===== src/rtl/uart2wb_word_if.sv =====
// Bus-side handshake between the UART command parser and the bus master:
// a 34-bit command word, its one-cycle valid strobe and the downstream stall.
interface uart2wb_word_if;
  logic [33:0] out_UART2WB_word;
  logic        out_UART2WB_cyc;
  logic        in_UART2WB_stall;

  modport master (
    output out_UART2WB_word,
    output out_UART2WB_cyc,
    input  in_UART2WB_stall
  );

  modport slave (
    input  out_UART2WB_word,
    input  out_UART2WB_cyc,
    output in_UART2WB_stall
  );
endinterface


===== src/rtl/uart2wb_word.sv =====
// Parses 'R'/'W' + 8 hex digit ASCII frames from a UART receiver into 34-bit
// command words, with a single-cycle strobe, stall hold-off and error flags.
module uart2wb_word #(
  parameter int unsigned TIMEOUT_CYCLES   = 1000000,
  parameter bit          ACCEPT_UPPER_HEX = 1'b1
) (
  input  logic                  clk,
  input  logic                  rst,
  input  logic [7:0]            in_DataByte,
  input  logic                  in_fComplete,
  uart2wb_word_if.master        bus,
  output logic                  out_err,
  output logic                  out_ovf,
  output logic                  out_busy
);

  localparam int unsigned TW = (TIMEOUT_CYCLES > 1) ? $clog2(TIMEOUT_CYCLES) : 1;
  localparam logic [TW-1:0] TMO_LAST = TW'(TIMEOUT_CYCLES - 1);
  localparam bit TMO_EN = (TIMEOUT_CYCLES != 0);

  typedef enum logic [1:0] {
    ST_IDLE = 2'd0,
    ST_HEX  = 2'd1,
    ST_HOLD = 2'd2
  } state_t;

  // Returns {valid, nibble} for an ASCII hex digit.
  function automatic logic [4:0] hex_decode(input logic [7:0] b);
    if ((b >= 8'h30) && (b <= 8'h39)) begin
      return {1'b1, b[3:0]};
    end else if ((b >= 8'h61) && (b <= 8'h66)) begin
      return {1'b1, b[3:0] + 4'd9};
    end else if (ACCEPT_UPPER_HEX && (b >= 8'h41) && (b <= 8'h46)) begin
      return {1'b1, b[3:0] + 4'd9};
    end else begin
      return 5'd0;
    end
  endfunction

  state_t        state_q, state_d;
  logic          rw_q, rw_d;
  logic [31:0]   shift_q, shift_d;
  logic [3:0]    cnt_q, cnt_d;
  logic [TW-1:0] tmo_q, tmo_d;
  logic          fc_q, fc_d;
  logic [33:0]   word_q, word_d;
  logic          cyc_q, cyc_d;
  logic          err_q, err_d;
  logic          ovf_q, ovf_d;
  logic          busy_q, busy_d;

  logic          accept_s;
  logic [4:0]    dec_s;
  logic          is_rw_s;
  logic [31:0]   shift_next_s;

  assign accept_s     = in_fComplete & ~fc_q;
  assign dec_s        = hex_decode(in_DataByte);
  assign is_rw_s      = (in_DataByte == 8'h52) || (in_DataByte == 8'h57);
  assign shift_next_s = {shift_q[27:0], dec_s[3:0]};

  // Next-state and output computation for the frame parser.
  always_comb begin
    state_d = state_q;
    rw_d    = rw_q;
    shift_d = shift_q;
    cnt_d   = cnt_q;
    tmo_d   = tmo_q;
    fc_d    = in_fComplete;
    word_d  = word_q;
    cyc_d   = 1'b0;
    err_d   = 1'b0;
    ovf_d   = 1'b0;

    case (state_q)
      ST_IDLE: begin
        tmo_d = '0;
        if (accept_s && is_rw_s) begin
          rw_d    = (in_DataByte == 8'h57);
          shift_d = 32'd0;
          cnt_d   = 4'd0;
          state_d = ST_HEX;
        end else begin
          state_d = ST_IDLE;
        end
      end

      ST_HEX: begin
        if (accept_s) begin
          // Any accepted byte restarts the inter-character timer, even on expiry.
          tmo_d = '0;
          if (dec_s[4]) begin
            shift_d = shift_next_s;
            cnt_d   = cnt_q + 4'd1;
            if (cnt_q == 4'd7) begin
              if (bus.in_UART2WB_stall) begin
                state_d = ST_HOLD;
              end else begin
                word_d  = {1'b0, rw_q, shift_next_s};
                cyc_d   = 1'b1;
                state_d = ST_IDLE;
              end
            end else begin
              state_d = ST_HEX;
            end
          end else if (is_rw_s) begin
            err_d   = 1'b1;
            rw_d    = (in_DataByte == 8'h57);
            shift_d = 32'd0;
            cnt_d   = 4'd0;
          end else begin
            err_d   = 1'b1;
            state_d = ST_IDLE;
          end
        end else if (TMO_EN && (tmo_q == TMO_LAST)) begin
          err_d   = 1'b1;
          tmo_d   = '0;
          state_d = ST_IDLE;
        end else begin
          tmo_d = tmo_q + TW'(1);
        end
      end

      ST_HOLD: begin
        tmo_d = '0;
        if (accept_s) begin
          ovf_d = 1'b1;
        end else begin
          ovf_d = 1'b0;
        end
        if (!bus.in_UART2WB_stall) begin
          word_d  = {1'b0, rw_q, shift_q};
          cyc_d   = 1'b1;
          state_d = ST_IDLE;
        end else begin
          state_d = ST_HOLD;
        end
      end

      default: begin
        state_d = ST_IDLE;
      end
    endcase

    busy_d = (state_d == ST_HEX) || (state_d == ST_HOLD);
  end

  // State and registered outputs; rst is synchronous.
  always_ff @(posedge clk) begin
    if (rst) begin
      state_q <= ST_IDLE;
      rw_q    <= 1'b0;
      shift_q <= 32'd0;
      cnt_q   <= 4'd0;
      tmo_q   <= '0;
      fc_q    <= 1'b0;
      word_q  <= 34'd0;
      cyc_q   <= 1'b0;
      err_q   <= 1'b0;
      ovf_q   <= 1'b0;
      busy_q  <= 1'b0;
    end else begin
      state_q <= state_d;
      rw_q    <= rw_d;
      shift_q <= shift_d;
      cnt_q   <= cnt_d;
      tmo_q   <= tmo_d;
      fc_q    <= fc_d;
      word_q  <= word_d;
      cyc_q   <= cyc_d;
      err_q   <= err_d;
      ovf_q   <= ovf_d;
      busy_q  <= busy_d;
    end
  end

  assign bus.out_UART2WB_word = word_q;
  assign bus.out_UART2WB_cyc  = cyc_q;
  assign out_err              = err_q;
  assign out_ovf              = ovf_q;
  assign out_busy             = busy_q;

endmodule


===== src/flat_wrapper.sv =====
// flat-port wrapper written by rule: the top's interface ports become plain ports
module uart2wb_word_flat 
#(
  parameter int unsigned TIMEOUT_CYCLES   = 1000000,
  parameter bit          ACCEPT_UPPER_HEX = 1'b1
)
  (clk, rst, in_DataByte, in_fComplete, out_err, out_ovf, out_busy, bus_out_UART2WB_word, bus_out_UART2WB_cyc, bus_in_UART2WB_stall);
  uart2wb_word_if bus_i ();
  input  logic clk;
  input  logic rst;
  input  logic [7:0] in_DataByte;
  input  logic in_fComplete;
  output logic out_err;
  output logic out_ovf;
  output logic out_busy;
  output wire logic [$bits(bus_i.out_UART2WB_word)-1:0] bus_out_UART2WB_word;
  output wire logic [$bits(bus_i.out_UART2WB_cyc)-1:0] bus_out_UART2WB_cyc;
  input wire logic [$bits(bus_i.in_UART2WB_stall)-1:0] bus_in_UART2WB_stall;
  assign bus_out_UART2WB_word = bus_i.out_UART2WB_word;
  assign bus_out_UART2WB_cyc = bus_i.out_UART2WB_cyc;
  assign bus_i.in_UART2WB_stall = bus_in_UART2WB_stall;
  uart2wb_word #(.TIMEOUT_CYCLES(TIMEOUT_CYCLES), .ACCEPT_UPPER_HEX(ACCEPT_UPPER_HEX)) u_core (.clk(clk), .rst(rst), .in_DataByte(in_DataByte), .in_fComplete(in_fComplete), .bus(bus_i), .out_err(out_err), .out_ovf(out_ovf), .out_busy(out_busy));
endmodule

===== config.mk =====
export PLATFORM = sky130hd
export DESIGN_NAME = uart2wb_word_flat
export DESIGN_NICKNAME = d
export VERILOG_FILES = /design/src/rtl/uart2wb_word_if.sv /design/src/rtl/uart2wb_word.sv /design/src/flat_wrapper.sv
export SDC_FILE = /design/constraint.sdc
export NUM_CORES = 1
export LEC_CHECK = 0
export BUFFER_PORTS_ARGS = -buffer_cell sky130_fd_sc_hd__buf_2
export CAP_MARGIN = 20
export CORE_ASPECT_RATIO = 0.8
export CORE_MARGIN = 3
export CORE_UTILIZATION = 60
export CTS_CLUSTER_SIZE = 40
export DETAILED_ROUTE_END_ITERATION = 12
export GPL_TIMING_DRIVEN = 0
export PLACE_DENSITY = 0.81
export SYNTH_ARGS = -nofsm -noshare
export SYNTH_HDL_FRONTEND = slang
export SYNTH_SLANG_ARGS = --single-unit

===== constraint.sdc =====
create_clock -name clk -period 4.75 [get_ports clk]
set_input_delay 0.475 -clock clk [delete_from_list [all_inputs] [get_ports clk]]
set_output_delay 0.475 -clock clk [all_outputs]
set_load 0.01 [all_outputs]

## After elaboration in Yosys (flattened, before gate mapping)

Cells that the tools add are included.

| storage, ports and cells | value |
|---|---|
| output and inout port bits | 38 |
| logic and storage cells | 101 |
| bits of input ports | 12 |
| register bits | 98 |

| cells by class | value |
|---|---|
| reduce and logical (&&, ||, !) cells | 16 |
| magnitude comparators | 6 |
| add/sub/neg operators | 3 |
| bitwise logic cells | 4 |
| eq/ne operators | 17 |
| multiplexer cells | 44 |

Operators with widths:

| cell | count |
|---|---|
| 34-bit 2-to-1 mux | 5 |
| 32-bit 2-to-1 mux | 4 |
| 34-bit case mux with 2 select lines | 1 |
| 32-bit case mux with 2 select lines | 1 |
| 20-bit 2-to-1 mux | 2 |
| 20-bit case mux with 2 select lines | 1 |
| 20-bit by 1-bit adder with 20-bit output, second input constant | 1 |
| 20-bit equality test, second input constant | 1 |
| 8-bit by 7-bit equality test with 1-bit output, second input constant | 2 |
| 8-bit by 7-bit >= comparator with 1-bit output, second input constant | 2 |
| 8-bit by 7-bit less-or-equal comparator with 1-bit output, second input constant | 2 |
| 4-bit 2-to-1 mux | 4 |
| 5-bit 2-to-1 mux | 3 |
| 1-bit 2-to-1 mux | 13 |
| 2-bit 2-to-1 mux | 6 |
| 2-bit by 1-bit inequality test with 1-bit output, second input constant | 5 |
| 8-bit by 6-bit >= comparator with 1-bit output, second input constant | 1 |
| 8-bit by 6-bit less-or-equal comparator with 1-bit output, second input constant | 1 |
| 4-bit case mux with 2 select lines | 1 |
| 2-bit inequality test, second input constant | 3 |
| 2-bit case mux with 3 select lines | 1 |
| 6-bit AND reduction | 1 |
| 2-bit nonzero test | 3 |
| 2-bit OR reduction | 3 |
| 14 further kinds | 23 |

## Depth between registers and ports, before layout

| depth | value |
|---|---|
| depth in word-level cells | 10 |
| gate-level depth with buffers | 10 |
| depth with buffers taken out | 8 |

## Worst setup path after synthesis

Ideal clock, no wire load.

| path | value |
|---|---|
| kind | input-to-reg |
| from | input port in_DataByte[0] |
| to | register u_core.word_q[12], in the netlist u_core.bus.out_UART2WB_word[12] |
| arrival | 2223 ps |
| buffers on the path | 1 |
| library setup time | 146 ps |
| slack | 2381 ps |
| stages | 8 |
| cells stage by stage | inv_1 ha_1 o21bai_4 a2111oi_4 a21oi_2 o31ai_4 buf_4 a211oi_2 |

| on the way | value |
|---|---|
| word-level cells in the longest chain between the ends | 7 |
| elaborated cells between the ends (all ways) | 14 |

RTL lines:

| item | line | RTL |
|---|---|---|
| from (decl) | flat_wrapper.sv:11 | `input logic [7:0] in_DataByte;` |
| 8-bit by 7-bit >= comparator with 1-bit output / 8-bit by 7-bit less-or-equal comparator with 1-bit output (equally long branches) | uart2wb_word.sv:33 | `end else if (ACCEPT_UPPER_HEX && (b >= 8'h41) && (b <= 8'h46)) begin` |
| 1-bit logical AND | uart2wb_word.sv:33 |  |
| 5-bit 2-to-1 mux | uart2wb_word.sv:33 |  |
| 5-bit 2-to-1 mux | uart2wb_word.sv:31 | `end else if ((b >= 8'h61) && (b <= 8'h66)) begin` |
| 5-bit 2-to-1 mux * | uart2wb_word.sv:29 | `if ((b >= 8'h30) && (b <= 8'h39)) begin` |
| 2-bit by 1-bit inequality test with 1-bit output (no line) * | -- |  |
| 6-bit AND reduction (no line) * | -- |  |
| to (signal assigned) | uart2wb_word.sv:169 | `word_q <= word_d;` |
| to (decl) | uart2wb_word.sv:46 | `logic [33:0] word_q, word_d;` |

Every way passes the cells marked *; elsewhere a longest branch is shown, timed or not.
A chain may end at the register's enable or synchronous reset.

## Worst setup path after layout

| path | value |
|---|---|
| from | input port in_DataByte[0] |
| to | register u_core.word_q[16], in the netlist u_core.bus.out_UART2WB_word[16] |

The elaborated chain is that of the path after synthesis.

==> flow_summary.toml <==
[critical_path]
start_kind = "input port"
path_max_fanout = 10
cp_slowest_cell = "o31ai_4"
crit_path_end_kind = "register"
cp.required_ps = 5040
worstSetupPathType = "input port to register"
reg2regPathDepth = 8
worstPathArrival_ps = 2940
rrSetupSlack_ps = 2200
crit_buf_inv = 3
crit_family = "compound AO/OA/AOI/OAI gates"
crit_cells = 10
cpPeakStageDelay_ps = 690
worstPathCellList = "buf_2 -> inv_1 -> ha_1 -> o21bai_4 -> a2111oi_4 -> a21oi_2 -> o31ai_4 -> buf_6 -> nor2_1 -> a211oi_2"

[clock_tree]
cts_setup_buffers = 0
clkSinkCount = 97
cts-root-buf = "clkbuf_8"
cts_resized = 0
cts_hold_buf = 0
cts_tree = "built"
clock_latency_ps = 380
cts_made_buffers = 9
htree_num_levels = 3
cts.path.max_buffers = 2
clkSlewWorstSetupHoldPaths_ps = 110

[die]
pin_count = 50
core_um2 = 7530
fp.dieArea_um2 = 9000
die_h_um = 85.5
die_w_um = 105
rows = 28
start_util_pct = 62.9

[sta]
tightest_slew_ps = 736
hold_violations = 0
relSlewSlack_pct = 51.0
period_share_pct = 55.6
min_period_ps = 2640
setup_violations = 0
final-max-slew-violation-count = 0
clock_skew_ps = 15.1
fmax_ghz = 0.378
fin_tns_setup_ps = 0
rsz0062_at_grt = "false"

[synth]
netlist_instances = 527
synth-xor-area-share_pct = 0.555
ys_seq_area_share_pct = 41.0
synth_fa_ha_area_share_pct = 2.91
synth_area_leaders = "dfxtp_1 41%, a211oi_2 7.7%, mux2i_1 7.2%, a21oi_1 5.4%, o21ai_0 4.2%"
yosys.area.top_type = "dfxtp_1"
synthArstFlopShare_pct = 0
muxShareOfSynthArea_pct = 7.19
synth_top_family_by_area = "compound AO/OA/AOI/OAI gates"
yosys.area_share.simple_pct = 16.1
avgSynthCellArea_um2 = 8.98
synth_fp_nets = 550
synth.distinct_cells = 53
synth_compound_area_share_pct = 26.7
syn_area_um2 = 4730
synth_edf_count = 0
synth_seq_cells = 97
synth_warnings = 0
yosysTopAreaCellShare_pct = 41.0
synthFlopType = "dfxtp_1"

[power_and_ir_drop]
swShare_pct = 25.9
power_leakage_uw = 0.00170
p_seq_share_pct = 58.5
p_comb_share_pct = 4.4
p_int_uw = 1030
powerDensity_nw_per_um2 = 263
ir_drop_uv = 234
p_sw_uw = 361
p_clk_share_pct = 37.1

[detailed_routing]
drt_iter0_drc = 255
ant_nets = 0
wl_um = 11100
wire_per_inst_um = 15.9
vias = 4174
dr.pass1.iters = 6
routed_via_density = 6.01
drc = 0

[placed_design]
globalplace.congestion = 0.850
post-dp-hpwl_um = 7770
numPortBuffers = 47

[global_route]
grt_max_degree = 19
track_usage_pct = 25.4
grt_pass1_vias = 3855
grt_pass1_wl_um = 18700
grt-ovfl-total = 0
antenna_found_initial = 0

[layout]
finalNetCount = 608
mostFrequentLayoutCells = "97 x dfxtp_1, 56 x buf_2, 51 x a21oi_1, 46 x nand2_1, 44 x nor2_1"
drive_gt1_share_pct = 19.7
final_common_cell = "dfxtp_1"
final_util_pct = 70.2
area_delta_synth_final_pct = 11.7
diodes = 0

[hold_path]
hp-class = "input port to register"
hold_path_depth = 2

[outcome]
status = "finished clean"

[run]
max_cap_viol_count = 0
[layout make-up]
type                            count  area, µm²
Sequential cell                    97       1940
Fill cell                         591       2250
Clock inverter                      7       61.3
Inverter                           10       37.5
Tap cell                          105        131
Timing Repair Buffer               47        235
Clock buffer                        9        124
Buffer                             45        218
Multi-Input combinational cell    375       2540
[sequential cells by signal, summed over array words and instances, names as in the netlist, 2 cells and up]
name / cells
u_core.bus.out_UART2WB_word: 33
u_core.cnt_q: 4
u_core.shift_q: 32
u_core.state_q: 2
u_core.tmo_q: 20
[logic make-up after synthesis]
logic type,after synthesis
xor+xnor,3
compound gates,170
mux,34
fa+ha+maj,11
other cells,1
flops,97
buf+inv,55
simple gates,156
[power groups by stage]
stage | combinational [µW] | sequential, µW | clock, µW
finish | 61.6 | 813 | 516
global route | 68.6 | 814 | 558
CTS | 61.2 | 813 | 522
detailed placement | 60.8 | 832 | 0
global placement | 58.8 | 832 | 0
floorplan | 40.0 | 832 | 0
[per-stage QoR]
| step | total power [µW] | hold WS [ps] | worst slack, ps | area, µm² | instances |
|---|---|---|---|---|---|
| after floorplan | 872 | 448 | 2380 | 4730 | 527 |
| after global routing | 1440 | 303 | 1890 | 5290 | 695 |
| after global placement | 891 | 459 | 1830 | 5100 | 679 |
| after detailed placement | 893 | 469 | 1750 | 5100 | 679 |
| final | 1390 | 316 | 2110 | 5290 | 695 |
| after CTS | 1400 | 303 | 2140 | 5290 | 695 |
[final timing paths]
path	from	to
min reg2reg	u_core.shift_q[31]$_SDFFE_PP0P_	u_core.shift_q[31]$_SDFFE_PP0P_
max reg2reg	u_core.cnt_q[0]$_SDFFE_PP0P_	u_core.bus.out_UART2WB_word[16]$_SDFFE_PP0P_
max	in_DataByte[0]	u_core.bus.out_UART2WB_word[16]$_SDFFE_PP0P_
min	bus_in_UART2WB_stall	u_core.bus.out_UART2WB_cyc$_SDFF_PP0_
[cells in the mapped netlist (all sizes together), types with 2 or more instances]
master,count
dfxtp,97
a21oi,52
nand2,46
nor2,44
o21ai,41
mux2i,34
a211oi,33
clkbuf,27
buf,18
a311oi,13
nand3,13
ha,11
inv,10
nand2b,10
a41oi,6
and3,6
nor3,6
a31oi,5
nand4,5
or4,5
a22oi,3
nor2b,3
nor3b,3
nor4,3
nor4b,3
o31ai,3
or3,3
a21o,2
a2bb2oi,2
a31o,2
o2111ai,2
o21a,2
xor2,2
[metal layers]
| metal | up-vias | part of all wire, % | global-route usage (%) |
|---|---|---|---|
| li1 | 2039 | - | - |
| met1 | 1969 | 46 | 36.0 |
| met2 | 153 | 45 | 38.8 |
| met3 | 13 | 8.4 | 6.24 |
| met4 | 0 | 1.1 | 6.79 |
| met5 | - | 0 | 0 |
[worst reg2reg max path, delay by kind of cell, from the launching register on]
kind,cells,cell delay [ps]
AO/OA/AOI/OAI,2,840
AND/OR/NAND/NOR,3,800
adder cells (fa/ha/maj),1,160
flip-flops,1,380
buffers and inverters,2,300
Note: power is estimated with default switching activity, not from simulation.
